--- src/rtl/cpu_types_pkg.sv ---
// Shared CPU datapath types: machine word and register-select widths.
package cpu_types_pkg;

    localparam int WORD_W = 32;
    localparam int REG_W  = 5;
    localparam int NREGS  = 1 << REG_W;

    typedef logic [WORD_W-1:0] word_t;
    typedef logic [REG_W-1:0]  regbits_t;

endpackage

--- src/rtl/register_file_if.sv ---
// Register file bus: decode-side read selects, writeback-side write port.
interface register_file_if;
    import cpu_types_pkg::*;

    logic     WEN;
    regbits_t wsel;
    word_t    wdat;
    regbits_t rsel1;
    regbits_t rsel2;
    word_t    rdat1;
    word_t    rdat2;

    modport rf (
        input  WEN, wsel, wdat, rsel1, rsel2,
        output rdat1, rdat2
    );

    modport tb (
        output WEN, wsel, wdat, rsel1, rsel2,
        input  rdat1, rdat2
    );

endinterface

--- src/rtl/register_file.sv ---
// 32x32 MIPS general-purpose register file: two combinational read ports,
// one synchronous write port, register 0 hardwired to zero.
module register_file
    import cpu_types_pkg::*;
(
    input logic           CLK,
    input logic           nRST,
    register_file_if.rf   rfif
);

    word_t [NREGS-1:0] register_file;

    // Writes to register 0 are dropped so entry 0 never leaves its reset value.
    always_ff @(posedge CLK or negedge nRST) begin
        if (!nRST) begin
            register_file <= '0;
        end else if (rfif.WEN && (rfif.wsel != '0)) begin
            register_file[rfif.wsel] <= rfif.wdat;
        end
    end

    // No write-to-read bypass: forwarding is handled by the pipeline.
    always_comb begin
        rfif.rdat1 = '0;
        rfif.rdat2 = '0;
        if (rfif.rsel1 != '0) rfif.rdat1 = register_file[rfif.rsel1];
        if (rfif.rsel2 != '0) rfif.rdat2 = register_file[rfif.rsel2];
    end

endmodule

--- src/flat_wrapper.sv ---
// flat-port wrapper written by rule: the top's interface ports become plain ports
module register_file_flat import cpu_types_pkg::*;
  (CLK, nRST, rfif_WEN, rfif_wsel, rfif_wdat, rfif_rsel1, rfif_rsel2, rfif_rdat1, rfif_rdat2);
  register_file_if rfif_i ();
  input logic CLK;
  input logic nRST;
  input wire logic [$bits(rfif_i.WEN)-1:0] rfif_WEN;
  input wire logic [$bits(rfif_i.wsel)-1:0] rfif_wsel;
  input wire logic [$bits(rfif_i.wdat)-1:0] rfif_wdat;
  input wire logic [$bits(rfif_i.rsel1)-1:0] rfif_rsel1;
  input wire logic [$bits(rfif_i.rsel2)-1:0] rfif_rsel2;
  output wire logic [$bits(rfif_i.rdat1)-1:0] rfif_rdat1;
  output wire logic [$bits(rfif_i.rdat2)-1:0] rfif_rdat2;
  assign rfif_i.WEN = rfif_WEN;
  assign rfif_i.wsel = rfif_wsel;
  assign rfif_i.wdat = rfif_wdat;
  assign rfif_i.rsel1 = rfif_rsel1;
  assign rfif_i.rsel2 = rfif_rsel2;
  assign rfif_rdat1 = rfif_i.rdat1;
  assign rfif_rdat2 = rfif_i.rdat2;
  register_file u_core (.CLK(CLK), .nRST(nRST), .rfif(rfif_i));
endmodule
--- config.mk ---
export PLATFORM = sky130hd
export DESIGN_NAME = register_file_flat
export DESIGN_NICKNAME = d
export VERILOG_FILES = /design/src/rtl/cpu_types_pkg.sv /design/src/rtl/register_file_if.sv /design/src/rtl/register_file.sv /design/src/flat_wrapper.sv
export SDC_FILE = /design/constraint.sdc
export NUM_CORES = 2
export LEC_CHECK = 0
export CORE_ASPECT_RATIO = 1.5
export CORE_MARGIN = 4
export CORE_UTILIZATION = 60
export CTS_BUF_LIST = sky130_fd_sc_hd__clkbuf_4 sky130_fd_sc_hd__clkbuf_8
export DETAILED_ROUTE_END_ITERATION = 6
export PLACE_DENSITY = 0.77
export SLEW_MARGIN = 10
export SYNTH_ARGS = -nofsm -noshare
export SYNTH_HDL_FRONTEND = slang
export SYNTH_SLANG_ARGS = --single-unit
--- constraint.sdc ---
create_clock -name CLK -period 4 [get_ports CLK]
set_clock_uncertainty 0.2 [all_clocks]
set_input_delay 0.8 -clock CLK [delete_from_list [all_inputs] [get_ports CLK]]
set_output_delay 0.8 -clock CLK [all_outputs]
set_load 0.05 [all_outputs]
==> results.md <==
- Switch share: 0.292
- IO buf count: 113
- Largest fanout on the critical path: 15
- Most common cell after layout, fill and taps aside: dfrtp_1
- Biggest register: u_core.register_file
- Chip width: 253 µm
- DR vias: 36600
- Most frequent cells in the layout: dfrtp_1 (1024), mux2_2 (1016), mux4_2 (425)
- Synth Flop Type: dfrtp_1
- Critical-path top delay cell: or3b_2
- Cell internal pwr: 21.5 mW
- Largest registers: u_core.register_file (1024)
- Place WS: -726 ps
- Psw: 8.88 mW
- Clock slew at reported path FFs: 60 ps
- CP top delay family: buffers and inverters
- Synth top area share: 0.475
- Violated checks: negative setup slack
- CP bufs+invs: 5
- Period utilisation layout: 1.01
- Fin cells: 5014
- Worst setup EP type: output port
- Least-Margin Pin Slew: 1160 ps
- Slowest cell delay on critical path: 500 ps
- Drt pass-1 iters: 6
- Layout cells sized above 1: 0.570
- Fraction of registers with async set/reset: 1.00
- CTS Buffer Depth: 3
- RePlAce Congestion: 0.893
- Worst hold path class: reg -> reg
- Cells after Synth: 3580
- Setup violators final: 2
- Initial Utilization: 0.605
- WL final: 176000 µm
- Synthesized area: about 54000 µm²
- Placed instance count: ~4700
- CTS tree: done
- Hold violation count in the final report: 0
- Worst Setup Start Kind: input pin
- Total negative slack: -49.5 ps
- Area of the core: between 80000 and 90000 µm²
- Largest register FFs: 1024
- Fmax: approximately 250 MHz
- Power per Cell Area: slightly below 500 nW/µm²
- Number of flops mapped to enable cells by yosys: 0
- Status: finished, violations left
- CP dominant cell by count: buf_6
- Distinct cells, synth: 44
- Finished Core Util: 0.700
- # nets final: 3776
- CP Data Required Time: 3000 ps
- CP Cell Sequence: buf_6 > buf_12 > or3b_2 > buf_6 > buf_4 > o22ai_1 > a2111oi_2 > nor3_2 > buf_6
- Slew headroom: 0.226
- Grt ovf: 0
- Sequential fraction of the synthesis area: 0.475
- Setup CP Type: in -> out
- Boundary Pins: 114
- Vias in the first global route: roughly 40000
- Leak pwr: 27.4 nW
- Synthesis-to-layout area growth: 15.7%
- Synth area leaders: dfrtp_1 (47%), mux2_2 (21%), mux4_2 (18%), mux2i_1 (4.3%), clkbuf_1 (1.6%)
- Synth warn: 0
- H-tree Lvls: 4
- Average cell area after synthesis: 15.1 µm²
- Final ANT Viol Nets: 0
- Initial drt markers: 3953
- Sink Count: 1024
- CP arrival: 3040 ps
- Max VDD drop: 393 µV
- Vias/cell: 7.30
- Die area: 94900 µm²
- Tot Pwr: 30.4 mW
- Clock Power Share: 0.306
- TritonCTS Buffers: 158
- Yosys top cell by area: dfrtp_1
- Residual DRC: 0
- GRT Total Usage: 0.375
- FILL cells: roughly 6000
- Hold Path Cell Cnt: 0
- Dpl hpwl: 111000 µm
- Max Cap Violations: 0
- Min Tclk post-route: 4040 ps
- Row count: 134
- First-pass GRT wire length: approximately 260000 µm
- Worst setup margin: -38.3 ps
- Die H: 375 µm
- Power share of the combinational group: 0.236
- Largest net degree at the start of global routing: 125
- Worst-Skew Late Latency: roughly 870 ps
- Root buffer selected by CTS: clkbuf_8
- Seq pwr share: 0.458
- Crit. path cell count: 9
- Final Max Tran Viols: 0
- R2R cell count: 1
- Initial antenna violation count: 8
- Routed WL per cell: ~35 µm
- Syn nets: about 3600
- Synth Register Bits: roughly 1000
cells by family after synthesis:
logic type / Yosys count / share of synthesized area
and+or+nand+nor: 174 / 0.0161
buffers and inverters: 424 / 0.0344
muxes: 1671 / 0.432
DFF: 1024 / 0.475
AOI/OAI and AO/OA: 287 / 0.0426
routing by layer:
| metal | share of wire | routed length (µm) | up-vias | GRT usage |
|---|---|---|---|---|
| li1 | - | - | 14200 | - |
| met4 | 0.086 | 15100 | 0 | 0.265 |
| met5 | 0 | 0 | - | 0 |
| met3 | 0.093 | 16300 | 747 | 0.0934 |
| met1 | 0.34 | 60000 | 19400 | 0.450 |
| met2 | 0.48 | 84700 | 2293 | 0.595 |
power by group through the flow:
stage / combinational, mW / clock [mW] / sequential (mW)
floorplan: 5.03 / 0 / 13.4
finish: 7.17 / 9.32 / 13.9
global placement: 6.76 / 0 / 13.7
global route: 7.58 / 9.90 / 14.1
CTS: 7.13 / 9.43 / 13.8
detailed placement: 7.02 / 0 / 14.0
layout make-up:
cell class	count	area, µm²	area share
Multi-Input combinational cell	2132	27200	0.435
Sequential cell	1024	25600	0.410
Timing Repair Buffer	401	4800	0.0768
Antenna cell	8	20.0	0.000321
Inverter	9	33.8	0.000541
Clock buffer	260	3180	0.0509
Clock inverter	24	189	0.00303
Tap cell	1156	1450	0.0232
stage by stage:
step / hold WS, ps / cell area [µm²]
after detailed placement: 165 / 58600
after CTS: 180 / 62300
after floorplan: 225 / 54100
after global routing: 186 / 62400
final: 178 / 62400
after global placement: 163 / 58600
Yosys cell counts, types with 2 or more instances:
cell type	instances
o221ai_1	31
nor3_1	33
buf_2	84
nand2b_1	2
clkbuf_1	233
buf_4	18
a22o_1	62
nand2_1	56
nand3b_1	6
nor2_1	29
and3_1	24
nand3_1	3
a2111oi_2	8
a2111oi_1	9
nor2b_1	5
mux2i_1	230
a2111oi_0	14
inv_1	9
o22ai_1	42
dfrtp_1	1024
a221oi_1	8
a22oi_1	38
o211ai_1	14
or3b_2	3
buf_1	68
mux4_2	425
nor3b_1	4
a211o_1	10
a21oi_1	16
buf_6	12
o21ai_0	2
mux2_2	1016
a211oi_1	31
final timing paths:
path / endpoint / startpoint / slack, ps
max in group asynchronous: u_core.register_file[442] / nRST / 2030
worst min-delay path: u_core.register_file[21] / u_core.register_file[21] / 180
worst max-delay path: rfif_rdat2[11] / rfif_rsel2[2] / -40
worst max register to register: u_core.register_file[759] / u_core.register_file[759] / 2970
worst min register to register: u_core.register_file[21] / u_core.register_file[21] / 180
min in group asynchronous: u_core.register_file[265] / nRST / 350
timing repair:
action / 4_1_cts / 5_1_grt
gates resized for setup: 52 / 25
hold buffers: 1 / 0
setup endpoints to repair: 32 / 21
hold endpoints to repair: 54 / 0
pin swaps: 3 / 4
buffers inserted: 1 / 0
(Power assumes the default switching activity.)
